## config.mk

```make
export PLATFORM = sky130hd
export DESIGN_NAME = ram512_copier
export DESIGN_NICKNAME = d
export VERILOG_FILES = /design/src/rtl/ram_pkg.sv /design/src/rtl/ram512_copier.sv
export SDC_FILE = /design/constraint.sdc
export NUM_CORES = 1
export LEC_CHECK = 0
export BUFFER_PORTS_ARGS = -buffer_cell sky130_fd_sc_hd__clkbuf_2
export CORE_MARGIN = 5
export CORE_UTILIZATION = 51
export CTS_BUF_LIST = sky130_fd_sc_hd__clkbuf_2
export DETAILED_ROUTE_END_ITERATION = 12
export GPL_TIMING_DRIVEN = 0
export PLACE_DENSITY = 0.83
export SYNTH_ARGS = -nofsm -noshare
export SYNTH_HDL_FRONTEND = slang
export SYNTH_SLANG_ARGS = --single-unit
```

## constraint.sdc

```tcl
create_clock -name clk -period 5.1 [get_ports clk]
set_clock_uncertainty 0.05 [all_clocks]
set_input_delay 1.53 -clock clk [delete_from_list [all_inputs] [get_ports clk]]
set_output_delay 1.53 -clock clk [all_outputs]
set_load 0.01 [all_outputs]
```

## src/rtl/ram_pkg.sv

```systemverilog
// ram_pkg
// Shared definitions for the 512x16 RAM port and the block copier that
// drives it: bus widths, RAM depth, read/write encodings, sequencer states.
package ram_pkg;

    localparam int ADDR_W    = 9;
    localparam int DATA_W    = 16;
    localparam int LEN_W     = 10;
    localparam int MAX_WORDS = 512;

    localparam logic RW_READ  = 1'b0;
    localparam logic RW_WRITE = 1'b1;

    typedef enum logic [1:0] {
        ST_IDLE  = 2'd0,
        ST_READ  = 2'd1,
        ST_WRITE = 2'd2,
        ST_DONE  = 2'd3
    } state_t;

endpackage

```

## src/rtl/ram512_copier.sv

```systemverilog
// ram512_copier
// Sole master on the 512x16 RAM port. Copies (read then write, one word at a
// time, ascending) or fills a block of words, one job at a time.
//
// Ports:
//   clk, rst              clock, async active-high reset
//   start, mode           job request (IDLE only), 0 = copy, 1 = fill
//   src_addr, dst_addr    first source / destination word
//   len                   word count, values above 512 clamp to 512
//   fill_data             word written in fill mode
//   busy, done            job in progress, one-cycle completion pulse
//   mem_en, mem_rw        RAM enable, 1 = write
//   mem_address, mem_in   RAM address and write data (0 while mem_en=0)
//   mem_out               RAM read data, valid same cycle as read request
//
// state    | meaning
// ---------+--------------------------------------------------------------
// ST_IDLE  | bus quiet, waiting for start
// ST_READ  | copy only: read src+idx, capture word at the edge
// ST_WRITE | write dst+idx, advance idx at the edge
// ST_DONE  | one-cycle done pulse, bus quiet, return to IDLE
module ram512_copier
    import ram_pkg::*;
#(
    parameter int ADDR_W = ram_pkg::ADDR_W,
    parameter int DATA_W = ram_pkg::DATA_W,
    parameter int LEN_W  = ram_pkg::LEN_W
) (
    input  logic              clk,
    input  logic              rst,
    input  logic              start,
    input  logic              mode,
    input  logic [ADDR_W-1:0] src_addr,
    input  logic [ADDR_W-1:0] dst_addr,
    input  logic [LEN_W-1:0]  len,
    input  logic [DATA_W-1:0] fill_data,
    output logic              busy,
    output logic              done,
    output logic              mem_en,
    output logic              mem_rw,
    output logic [ADDR_W-1:0] mem_address,
    output logic [DATA_W-1:0] mem_in,
    input  logic [DATA_W-1:0] mem_out
);

    localparam logic [LEN_W-1:0] MAX_LEN = LEN_W'(2 ** ADDR_W);

    state_t              r_state;
    state_t              w_state_next;
    logic                r_mode;
    logic [ADDR_W-1:0]   r_src;
    logic [ADDR_W-1:0]   r_dst;
    logic [LEN_W-1:0]    r_len;
    logic [LEN_W-1:0]    r_idx;
    logic [DATA_W-1:0]   r_fill;
    logic [DATA_W-1:0]   r_data;

    logic                w_accept;
    logic                w_last;
    logic [ADDR_W-1:0]   w_src_addr;
    logic [ADDR_W-1:0]   w_dst_addr;

    assign w_accept   = (r_state == ST_IDLE) && start;
    assign w_last     = (r_idx == (r_len - LEN_W'(1)));
    // Truncation to ADDR_W bits gives the 511 -> 0 wrap.
    assign w_src_addr = r_src + r_idx[ADDR_W-1:0];
    assign w_dst_addr = r_dst + r_idx[ADDR_W-1:0];

    always_ff @(posedge clk or posedge rst) begin
        if (rst) begin
            r_state <= ST_IDLE;
        end else begin
            r_state <= w_state_next;
        end
    end

    always_ff @(posedge clk or posedge rst) begin
        if (rst) begin
            r_mode <= 1'b0;
            r_src  <= '0;
            r_dst  <= '0;
            r_len  <= '0;
            r_idx  <= '0;
            r_fill <= '0;
            r_data <= '0;
        end else begin
            if (w_accept) begin
                r_mode <= mode;
                r_src  <= src_addr;
                r_dst  <= dst_addr;
                r_len  <= (len > MAX_LEN) ? MAX_LEN : len;
                r_idx  <= '0;
                r_fill <= fill_data;
            end
            if (r_state == ST_READ) begin
                r_data <= mem_out;
            end
            if (r_state == ST_WRITE) begin
                r_idx <= r_idx + LEN_W'(1);
            end
        end
    end

    always_comb begin
        w_state_next = r_state;
        busy         = 1'b0;
        done         = 1'b0;
        mem_en       = 1'b0;
        mem_rw       = RW_READ;
        mem_address  = '0;
        mem_in       = '0;
        case (r_state)
            ST_IDLE: begin
                if (start) begin
                    if (len == '0) begin
                        w_state_next = ST_DONE;
                    end else if (mode) begin
                        w_state_next = ST_WRITE;
                    end else begin
                        w_state_next = ST_READ;
                    end
                end
            end
            ST_READ: begin
                busy         = 1'b1;
                mem_en       = 1'b1;
                mem_rw       = RW_READ;
                mem_address  = w_src_addr;
                w_state_next = ST_WRITE;
            end
            ST_WRITE: begin
                busy        = 1'b1;
                mem_en      = 1'b1;
                mem_rw      = RW_WRITE;
                mem_address = w_dst_addr;
                mem_in      = r_mode ? r_fill : r_data;
                if (w_last) begin
                    w_state_next = ST_DONE;
                end else if (r_mode) begin
                    w_state_next = ST_WRITE;
                end else begin
                    w_state_next = ST_READ;
                end
            end
            ST_DONE: begin
                done         = 1'b1;
                w_state_next = ST_IDLE;
            end
            default: begin
                w_state_next = ST_IDLE;
            end
        endcase
    end

endmodule

```

==> Word level (Yosys, flattened, before mapping) <==
Cells that the tools add are included.
{ "classes": {"muxes": 15, "reduce_logical": 5, "n_addsub": 4, "magnitude_cmp": 1, "eq_ne": 5} }
{ "op_table": {"columns": ["cell", "count"], "rows": [
  ["16-bit two-way mux", 2],
  ["10-bit two-way mux", 3],
  ["9-bit adder", 2],
  ["9-bit one-hot mux with 2 select lines", 1],
  ["10-bit by 1-bit adder with 10-bit output (second input constant)", 1],
  ["10-bit == test", 1],
  ["10-bit greater-than comparator (second input constant)", 1],
  ["10-bit zero test", 1],
  ["2-bit two-way mux", 5],
  ["10-bit by 1-bit subtractor with 10-bit output (second input constant)", 1],
  ["2-bit one-hot mux with 4 select lines", 1],
  ["2-bit == test (second input constant)", 2],
  ["1-bit two-way mux", 3],
  ["2-bit by 1-bit == test with 1-bit output (second input constant)", 1],
  ["2-bit zero test", 1],
  ["2-bit != test (second input constant)", 1],
  ["2-bit nonzero test", 1],
  ["2-bit OR reduction", 1],
  ["1-bit logical AND", 1]
]} }
{ "word_totals": {"out_inout_bits": 29, "ff_bits": 73, "wordCells": 38, "input_bits": 64} }

==> Logic depth before layout (Yosys ltp) <==
Gate-level depths: netlist of the first run.
{ "depth": {"ltp_word": 4, "mapped_depth": 13, "mapped_depth_nobuf": 11} }

==> Worst setup path after synthesis of the first run <==
No wires, ideal clock.
{ "synth_path": {"kind": "register to output", "from": "register r_state[0]", "to": "output mem_address[8]", "slack_ns": 0.026, "stages_incl_launch_ff": 14, "t_arrival_ns": 3.494, "path_cell_list": "dfrtp_1 > inv_1 > ha_1 > clkbuf_1 > buf_1 > mux2_2 > ha_1 > fa_1 > a21o_1 > a21oi_1 > o21bai_1 > a2111oi_0 > or3_1 > and3_1"} }
{ "synth_via": {"elab_chain_cells": 2} }
{ "synth_lines": {"columns": ["item", "line", "text"], "rows": [
  ["start: declaration", "ram512_copier.sv:48", "state_t r_state;"],
  ["start signal: assignment", "ram512_copier.sv:73", "r_state <= w_state_next;"],
  ["2-bit == test or 2-bit by 1-bit == test with 1-bit output (tied branches)", "ram512_copier.sv:112", "case (r_state)"],
  ["9-bit one-hot mux with 2 select lines (*)", "ram512_copier.sv:112", null],
  ["end: declaration", "ram512_copier.sv:41", "output logic [ADDR_W-1:0] mem_address,"]
]} }
Every way passes the cells marked *; elsewhere a longest branch is shown, timed or not.

==> Worst setup path after layout of the first run <==
Same ends and word-level chain as after synthesis.

==> metrics.txt, run 1 <==
post-DP HPWL=about 6500 um; later-pin clock latency in the skew report=approximately 0.51 ns; Top Ports=93; Crit path largest cell delay=approximately 0.44 ns; power density over the cells=between 150 and 200 mW/mm^2; number of synthesis warnings=0; n_diodes=0; Clock Path Buffers=2; Post-Synthesis Net Count=around 450; Hold Vio Cnt, Final=0; largest net degree at the start of global routing=74; FF-to-FF path depth=7; post-synthesis sequential area ratio=0.448; Final ANT Viol Nets=0; critical path startpoint category=flip-flop; Avg Inst Size Synth=11.2 sq um; period utilisation layout=0.971; Worst IR Drop VDD=just over 0.2 mV; DRC Markers=0; crit-path cells=inv_2, ha_4, mux2_4, ha_4, fa_2, a21o_1, a21oi_2, o21bai_2, a2111oi_4, or3_1, and3_1, buf_2; max cap viols=0; Reg2Reg Setup Slack=roughly 2.4 ns; outcome=finished clean; Leakage=~2.4 nW; maximum fanout along the worst path=6; die area=approximately 0.01 sq mm; Worst-Margin Slew=about 0.9 ns; area leader, netlist=dfrtp_1; Design Area, Final=about 0.005 sq mm; Max Slew Vio Count=0; global-route wire length before repair=roughly 15000 um; number of cells on the critical path=12; Root Buffer=clkbuf_2; Worst R2R End=r_state[0]$_DFFE_PP0P_; Vias=about 3100; drt initial violations=107; RSZ-0062 raised after global routing=true; Setup CP Type=reg -> out; Main synth FF type=dfrtp_1; FP Rows=32; total track usage=0.186; #FFs+latches synth=between 70 and 80; final WL=a little under 9000 um; Worst Path Arrival=between 3 and 4 ns; Setup-failing EPs final=0; Setup crit end=mem_address[8]; # port buffers=around 90; Tmin final=approximately 5.0 ns; most instantiated cells after synthesis=dfrtp_1, mux2_2, nand2_1, mux2i_1, nor2b_1; synthesized cell area=around 0.0041 sq mm; nets=554; Cell variety after synth=43; GPL Wtd Cong=0.841; max frequency=just over 200 MHz; Synth top area share=0.448; # fillers=~650; die span in y=between 90 and 100 um; total congestion overflow=0; Crit path required time=~3.5 ns; Post-synth ARST share=1.00; crit path max-delay cell type=dfrtp_1; Syn Inst Count=roughly 370; initial antenna violation count=0; DRT Pass-1 Iters=4; H-tree depth=3; most common cell in the netlist=dfrtp_1; Area growth syn-to-layout=20.3%; Worst Setup End Kind=output port; Initial Util=0.525; CTS tree=yes; Post-synth EDFFs=0; number of global-route vias before repair=between 3000 and 4000; Synth area leaders=dfrtp_1, mux2_2, mux2i_1; Top delay family on crit path=compound AO/OA/AOI/OAI gates; CTS Sinks=73; vias per cell=5.28; worst path bufs/invs=2; DIE WIDTH=approximately 100 um; Hold Crit Class=reg -> reg; layout cell share with drive strength beyond 1=0.409; crit-path most repeated cell=ha_4; CTS Buf Count=9; Tot Pwr=slightly below 1 mW; Area after DPL=~0.0047 sq mm; FF-to-FF Start=r_len[0]$_DFFE_PP0P_; Reg clk slew, reported paths=about 0.19 ns; Setup crit start=r_state[0]$_DFFE_PP0P_; drt wl/cell=between 15 and 20 um; Slew HR=0.415; Core Region=around 0.0078 sq mm
## worst min path at each step
stage	start	to	slack (ns)	depth (start not counted)
2_1_floorplan	r_idx[9]$_DFFE_PP0P_	r_idx[9]$_DFFE_PP0P_	0.42	1
3_3_place_gp	r_dst[1]$_DFFE_PP0P_	r_dst[1]$_DFFE_PP0P_	0.43	1
3_5_place_dp	r_dst[0]$_DFFE_PP0P_	r_dst[0]$_DFFE_PP0P_	0.44	1
4_1_cts	r_idx[9]$_DFFE_PP0P_	r_idx[9]$_DFFE_PP0P_	0.48	1
5_1_grt	r_fill[4]$_DFFE_PP0P_	r_fill[4]$_DFFE_PP0P_	0.51	1
6_report	r_idx[9]$_DFFE_PP0P_	r_idx[9]$_DFFE_PP0P_	0.48	1
## layout make-up
class | count | area [sq um] | share of cell area
tap | 102 | 128 | 0.0260
inverter | 9 | 36.3 | 0.00740
buffer | 17 | 75.1 | 0.0153
timing repair buffer | 100 | 520 | 0.106
clock buffer | 9 | 45.0 | 0.00918
multi-input combinational | 264 | 2210 | 0.450
sequential | 73 | 1830 | 0.372
clock inverter | 7 | 68.8 | 0.0140
## registers in the layout (all words and copies together) (netlist names)
signal,cells
r_data,16
r_dst,9
r_fill,16
r_idx,10
r_len,10
r_mode,1
r_src,9
r_state,2
## placed cells by master (no fill, tap or decap), types with 2 or more instances in the layout
master	n
a2111oi_4	2
a21o_1	3
a21oi_1	10
and2_1	7
buf_4	9
clkbuf_1	14
clkbuf_2	100
clkinv_1	2
clkinvlp_4	3
dfrtp_1	73
ha_1	12
ha_4	3
inv_1	7
mux2_2	60
mux2i_1	19
nand2_1	23
nand2b_1	9
nand3_1	8
nand4_1	3
nor2_1	9
nor2b_1	19
nor3_1	4
nor4_1	3
o211ai_1	4
o21ai_0	17
o22ai_1	2
o31ai_1	4
or2_2	3
xnor2_1	17
xor2_1	4
## repair_timing
item | CTS | global route
endpoints found under the setup margin | 7 | 2
hold buffers | 0 | 0
setup buffers | 3 | 5
gates resized for setup | 11 | 8
pin swaps | 3 | 8
## cells by family after synthesis
group | count (synthesis) | synth area share
xor gates and xnor gates | 21 | 0.0451
AOI/OAI and AO/OA | 51 | 0.0822
muxes | 80 | 0.215
adders and majority gates | 16 | 0.0509
DFF | 73 | 0.448
and+or+nand+nor | 96 | 0.130
buffers and inverters | 28 | 0.0285
## per-stage QoR
step	hold WS (ns)	worst slack [ns]	TNS, ns	util	cells
after floorplan	0.418	0.0260	0	-	365
after global routing	0.507	-0.0281	-0.0485	0.632	581
final	0.478	0.147	0	0.632	581
after global placement	0.433	-0.454	-0.683	0.601	559
after detailed placement	0.439	-0.526	-0.839	0.601	559
after CTS	0.483	0.0331	0	0.622	577
## layer usage
metal,track usage,up-vias,routed length (um)
met5,0,-,0
met2,0.327,74,4500
li1,-,1494,-
met4,0.0431,0,80
met3,0.0666,7,606
met1,0.216,1493,3590
## power by group
part / leakage [nW] / total, mW / internal [mW] / switching, mW
combinational: 1.35 / 0.0508 / 0.0266 / 0.0242
sequential: 0.953 / 0.589 / 0.586 / 0.00337
clock: 0.0596 / 0.324 / 0.111 / 0.213
total: 2.36 / 0.964 / 0.724 / 0.240
Power figures use the tool's default switching activity.
==> run 2: changes to the inputs <==
--- a/config.mk
+++ b/config.mk
@@ -11,7 +11,8 @@
 export CTS_BUF_LIST = sky130_fd_sc_hd__clkbuf_2
 export DETAILED_ROUTE_END_ITERATION = 12
 export GPL_TIMING_DRIVEN = 0
-export PLACE_DENSITY = 0.83
+export MAX_ROUTING_LAYER = met4
+export PLACE_DENSITY = 0.79
 export SYNTH_ARGS = -nofsm -noshare
 export SYNTH_HDL_FRONTEND = slang
 export SYNTH_SLANG_ARGS = --single-unit
==> metrics.txt, run 2 (synthesized netlist as in run 1, its figures left out) <==
Reg clk slew, reported paths=0.20 ns (about the same); Worst Setup End Kind=output port; Worst IR Drop VDD=0.184 mV (-10%); Leakage=2.40 nW (+1.6%); total track usage=0.198 (+0.0124); Worst Path Arrival=3.43 ns (+0.06 ns); FF-to-FF path depth=7 (unchanged); Core Region=0.00777 sq mm (unchanged); startpoint of the worst hold path=r_idx[9]$_DFFE_PP0P_; maximum fanout along the worst path=7 (+1); nets=554 (unchanged); layout cell share with drive strength beyond 1=0.412 (+0.00295); RSZ-0062 raised after global routing=true; critical path startpoint category=flip-flop; DRC Markers=0 (unchanged); outcome=finished clean; Tot Pwr=1.05 mW (+9.4%); H-tree depth=3 (unchanged); Setup-failing EPs final=0 (unchanged); Setup CP Type=reg -> out; Final ANT Viol Nets=0 (unchanged); Slew HR=0.410 (-0.00528); drt initial violations=120 (+12%); # port buffers=92 (unchanged); Area after DPL=0.00467 sq mm (unchanged); crit-path most repeated cell=ha_4; Worst-Margin Slew=0.885 ns (+0.00792 ns); hold depth=1 (unchanged); crit path max-delay cell type=dfrtp_1; Tmin final=5.01 ns (+0.0547 ns); post-DP HPWL=6690 um (+3.5%); max frequency=200 MHz (-1.1%); CTS Buf Count=9 (unchanged); vias per cell=5.31 (+0.56%); Area growth syn-to-layout=21.2%; total congestion overflow=0 (unchanged); Hold Crit Class=reg -> reg; crit-path cells=inv_2, ha_4, mux2_4, ha_4, fa_2, a21o_1, a21oi_2, o21bai_2, a2111oi_4, or3_1, and3_1, buf_2; Top delay family on crit path=compound AO/OA/AOI/OAI gates; power density over the cells=213 mW/mm^2 (+8.6%); FF-to-FF Start=r_len[0]$_DFFE_PP0P_; Min-Delay Endpoint=r_idx[9]$_DFFE_PP0P_; final WL=9090 um (+3.6%); period utilisation layout=0.982 (+0.0107); largest net degree at the start of global routing=74 (unchanged); Hold Vio Cnt, Final=0 (unchanged); most frequent cells in the layout=clkbuf_2, dfrtp_1, mux2_2; commonest non-fill, non-tap cell in the layout=clkbuf_2; Max Slew Vio Count=0 (unchanged); DRT Pass-1 Iters=4 (unchanged); Initial Util=0.525 (unchanged); Vias=3080 (+0.39%); drt wl/cell=15.7 um (+3.8%); Worst R2R End=r_state[1]$_DFFE_PP0P_; Design Area, Final=0.00494 sq mm (+0.71%); global-route wire length before repair=15300 um (+1.6%); Crit path largest cell delay=0.45 ns (about the same); # fillers=652 (+0.46%); Reg2Reg Setup Slack=2.38 ns (-0.03 ns); Clock Path Buffers=2 (unchanged); die area=0.00988 sq mm (unchanged); CTS Sinks=73 (unchanged); CTS tree=yes; n_diodes=0 (unchanged); worst path bufs/invs=2 (unchanged); top flop regs=r_data x16, r_fill x16; later-pin clock latency in the skew report=0.49 ns (-0.02 ns); Crit path required time=3.52 ns (about the same); Top Ports=93 (unchanged); max cap viols=0 (unchanged); initial antenna violation count=0 (unchanged); GPL Wtd Cong=0.813 (-3.4%); number of global-route vias before repair=3382 (+2.5%); FP Rows=32 (unchanged); DIE WIDTH=99.4 um (unchanged); Root Buffer=clkbuf_2; CTS hold repair buffers=0 (unchanged); die span in y=99.4 um (unchanged)
==> run 2: cell types whose count changed in the layout (fill, tap and decap cells not counted), sizes merged <==
cell | previous run | this run
bufinv | 1 | 3
clkinvlp | 3 | 0
inv | 10 | 9
clkinv | 2 | 3
==> run 2: worst max path at each step <==
| stage | depth (start not counted) | endpoint | slack, ns | from |
|---|---|---|---|---|
| after detailed placement | 14 | mem_address[8] | -0.63 | r_state[0]$_DFFE_PP0P_ |
| after CTS | 13 | mem_address[8] | -0.05 | r_state[0]$_DFFE_PP0P_ |
| after floorplan | 13 | mem_address[8] | 0.03 | r_state[0]$_DFFE_PP0P_ |
| after global routing | 12 | mem_address[8] | -0.12 | r_state[0]$_DFFE_PP0P_ |
| after global placement | 14 | mem_address[8] | -0.48 | r_state[0]$_DFFE_PP0P_ |
| final | 12 | mem_address[8] | 0.09 | r_state[0]$_DFFE_PP0P_ |
==> run 2: stage by stage <==
| stage | std cells | hold slack, ns | worst slack (ns) | TNS [ns] | util |
|---|---|---|---|---|---|
| after floorplan | 365 | 0.418 | 0.0260 | 0 | - |
| after CTS | 575 | 0.473 | -0.0499 | -0.0499 | 0.626 |
| after global placement | 559 | 0.433 | -0.476 | -0.764 | 0.601 |
| after global routing | 580 | 0.503 | -0.117 | -0.117 | 0.636 |
| final | 580 | 0.467 | 0.0922 | 0 | 0.636 |
| after detailed placement | 559 | 0.439 | -0.635 | -1.10 | 0.601 |
==> run 2: area by class of cell <==
cell class,count,area [sq um],area share
inverter,9,36.3,0.00734
buffer,17,75.1,0.0152
multi-input combinational,264,2200,0.446
clock buffer,9,45.0,0.00912
timing repair buffer,100,520,0.105
sequential,73,1830,0.370
clock inverter,6,108,0.0218
tap,102,128,0.0258
==> run 2: metal layers <==
metal / share of wire / GRT usage
met4: 0.013 / 0.0641
met2: 0.52 / 0.335
met3: 0.047 / 0.0512
met5: 0 / -
met1: 0.42 / 0.231
==> run 2: repair_timing <==
action                                  in CTS  in global routing
cloned                                       0                  0
gates resized for setup                     11                  9
pin swaps                                    1                  7
endpoints found under the setup margin       7                  3
hold endpoints to repair                     0                  0
setup buffers                                2                  6
==> run 2: report_power, final <==
part / switching [mW] / leakage (nW) / internal (mW)
registers: 0.00333 / 0.953 / 0.586
logic: 0.0244 / 1.36 / 0.0266
clock network: 0.207 / 0.0894 / 0.207
total: 0.234 / 2.40 / 0.820
==> run 3: changes to the inputs <==
--- a/config.mk
+++ b/config.mk
@@ -6,6 +6,7 @@
 export NUM_CORES = 1
 export LEC_CHECK = 0
 export BUFFER_PORTS_ARGS = -buffer_cell sky130_fd_sc_hd__clkbuf_2
+export CORE_ASPECT_RATIO = 1.5
 export CORE_MARGIN = 5
 export CORE_UTILIZATION = 51
 export CTS_BUF_LIST = sky130_fd_sc_hd__clkbuf_2
==> metrics.txt, run 3 (synthesized netlist as in run 1, its figures left out) <==
outcome=finished clean; Register Area=0.00183 sq mm (about the same); Area after DPL=0.00467 sq mm (about the same); CTS Sinks=73 (unchanged); Reg clk slew, reported paths=0.19 ns (about the same); Vias=3099 (+0.62%); vias per cell=5.30 (-0.24%); Post-Layout Cell Count=585 (+0.86%); RSZ-0062 raised after global routing=true; critical path startpoint category=flip-flop; commonest non-fill, non-tap cell in the layout=clkbuf_2; Worst-Margin Slew=0.891 ns (+0.00616 ns); Setup-failing EPs final=0 (unchanged); # fillers=680 (+4.3%); Max Slew Vio Count=0 (unchanged); post-DP HPWL=6920 um (+3.3%); later-pin clock latency in the skew report=0.53 ns (+0.04 ns); Slew HR=0.406 (-0.00411); Root Buffer=clkbuf_2; CTS Buf Count=9 (unchanged); global-route wire length before repair=15300 um (-0.18%); maximum fanout along the worst path=5 (-2); Placed Cells=562 (+0.54%); DRC Markers=0 (unchanged); Initial Util=0.516 (-0.00930); CTS hold repair buffers=0 (unchanged); Hold Crit Class=reg -> reg; CTS tree=yes; Multi-input gate area=0.00220 sq mm (-0.17%); drt wl/cell=15.7 um (about the same); Clock Path Buffers=2 (unchanged); Final ANT Viol Nets=0 (unchanged); total track usage=0.196 (-0.00207); Worst Path Arrival=3.48 ns (+0.05 ns); Design Area, Final=0.00492 sq mm (-0.43%); Top Ports=93 (unchanged); nets=555 (+0.18%); layout cell share with drive strength beyond 1=0.415 (+0.00245); top flop regs=r_data x16, r_fill x16; Worst IR Drop VDD=0.168 mV (-8.6%); FP Rows=40 (+25%); max frequency=198 MHz (-0.97%); H-tree depth=3 (unchanged); max cap viols=0 (unchanged); GPL Wtd Cong=0.852 (+4.8%); Core Region=0.00791 sq mm (+1.8%); Hold Vio Cnt, Final=0 (unchanged); Area growth syn-to-layout=20.7%; period utilisation layout=0.992 (+0.00959); final WL=9160 um (+0.80%); largest net degree at the start of global routing=74 (unchanged); Tmin final=5.06 ns (+0.0489 ns); initial antenna violation count=0 (unchanged); die span in y=120 um (+20%); DIE WIDTH=83.0 um (-17%); most frequent cells in the layout=clkbuf_2, dfrtp_1, mux2_2; n_diodes=0 (unchanged); number of global-route vias before repair=3389 (+0.21%); Crit path required time=3.52 ns (about the same); die area=0.00992 sq mm (+0.38%); power density over the cells=195 mW/mm^2 (-8.5%); Worst Setup End Kind=output port; # port buffers=92 (unchanged); Setup CP Type=reg -> out; drt initial violations=95 (-21%); Tot Pwr=0.960 mW (-8.9%); Leakage=2.37 nW (-1.1%); total congestion overflow=0 (unchanged); DRT Pass-1 Iters=4 (unchanged)
run 3: path summary, 6_finish.rpt:
check                                        from                      to  slack, ns  cells after the start
setup / recovery           r_state[1]$_DFFE_PP0P_          mem_address[8]       0.04                     12
max in group asynchronous                     rst  r_state[1]$_DFFE_PP0P_       3.29                      2
hold reg to reg              r_idx[9]$_DFFE_PP0P_    r_idx[9]$_DFFE_PP0P_       0.47                      1
hold / removal               r_idx[9]$_DFFE_PP0P_    r_idx[9]$_DFFE_PP0P_       0.47                      1
min in group asynchronous                     rst    r_dst[2]$_DFFE_PP0P_       1.06                      2
setup reg to reg             r_len[0]$_DFFE_PP0P_  r_state[0]$_DFFE_PP0P_       2.35                      7
run 3: layout make-up:
type | instances | area share
multi-input cells | 264 | 0.447
flip-flops and latches | 73 | 0.372
repair buffers | 100 | 0.107
well taps | 105 | 0.0267
plain buffers | 18 | 0.0183
clock inverters | 6 | 0.0120
clock buffers | 10 | 0.0102
inverters | 9 | 0.00738
run 3: per-stage QoR:
stage	TNS (ns)	hold WS (ns)	util	worst slack, ns
final	0	0.471	0.622	0.0433
after global routing	-0.236	0.499	0.622	-0.142
after CTS	0	0.474	0.612	0.0000397
after detailed placement	-0.940	0.438	0.591	-0.554
after global placement	-0.706	0.433	0.591	-0.462
after floorplan	0	0.418	-	0.0260
run 3: what timing repair did:
action / CTS / global route
endpoints found under the setup margin: 8 / 2
resized for setup: 14 / 8
buffers inserted: 3 / 5
pin swaps: 4 / 8
run 3: power breakdown:
part	internal (mW)	switching [mW]
combinational	0.0267	0.0248
clock	0.111	0.208
sequential	0.586	0.00336
total	0.724	0.236
run 3: critical path, stage by stage (launching register included):
cell       delay, ns
dfrtp_2         0.48
ha_4            0.18
buf_8           0.12
mux2_4          0.30
ha_4            0.17
fa_2            0.36
a21o_1          0.20
a21oi_2         0.21
o21bai_2        0.12
a2111oi_4       0.37
or3_1           0.15
and3_4          0.17
buf_6           0.09
run 3: per-layer routing:
layer / global-route usage / part of all wire / vias to the layer above
li1: - / - / 1502
met1: 0.195 / 0.37 / 1514
met2: 0.364 / 0.56 / 67
met3: 0.0522 / 0.046 / 16
met4: 0.0706 / 0.018 / 0
met5: - / 0 / -
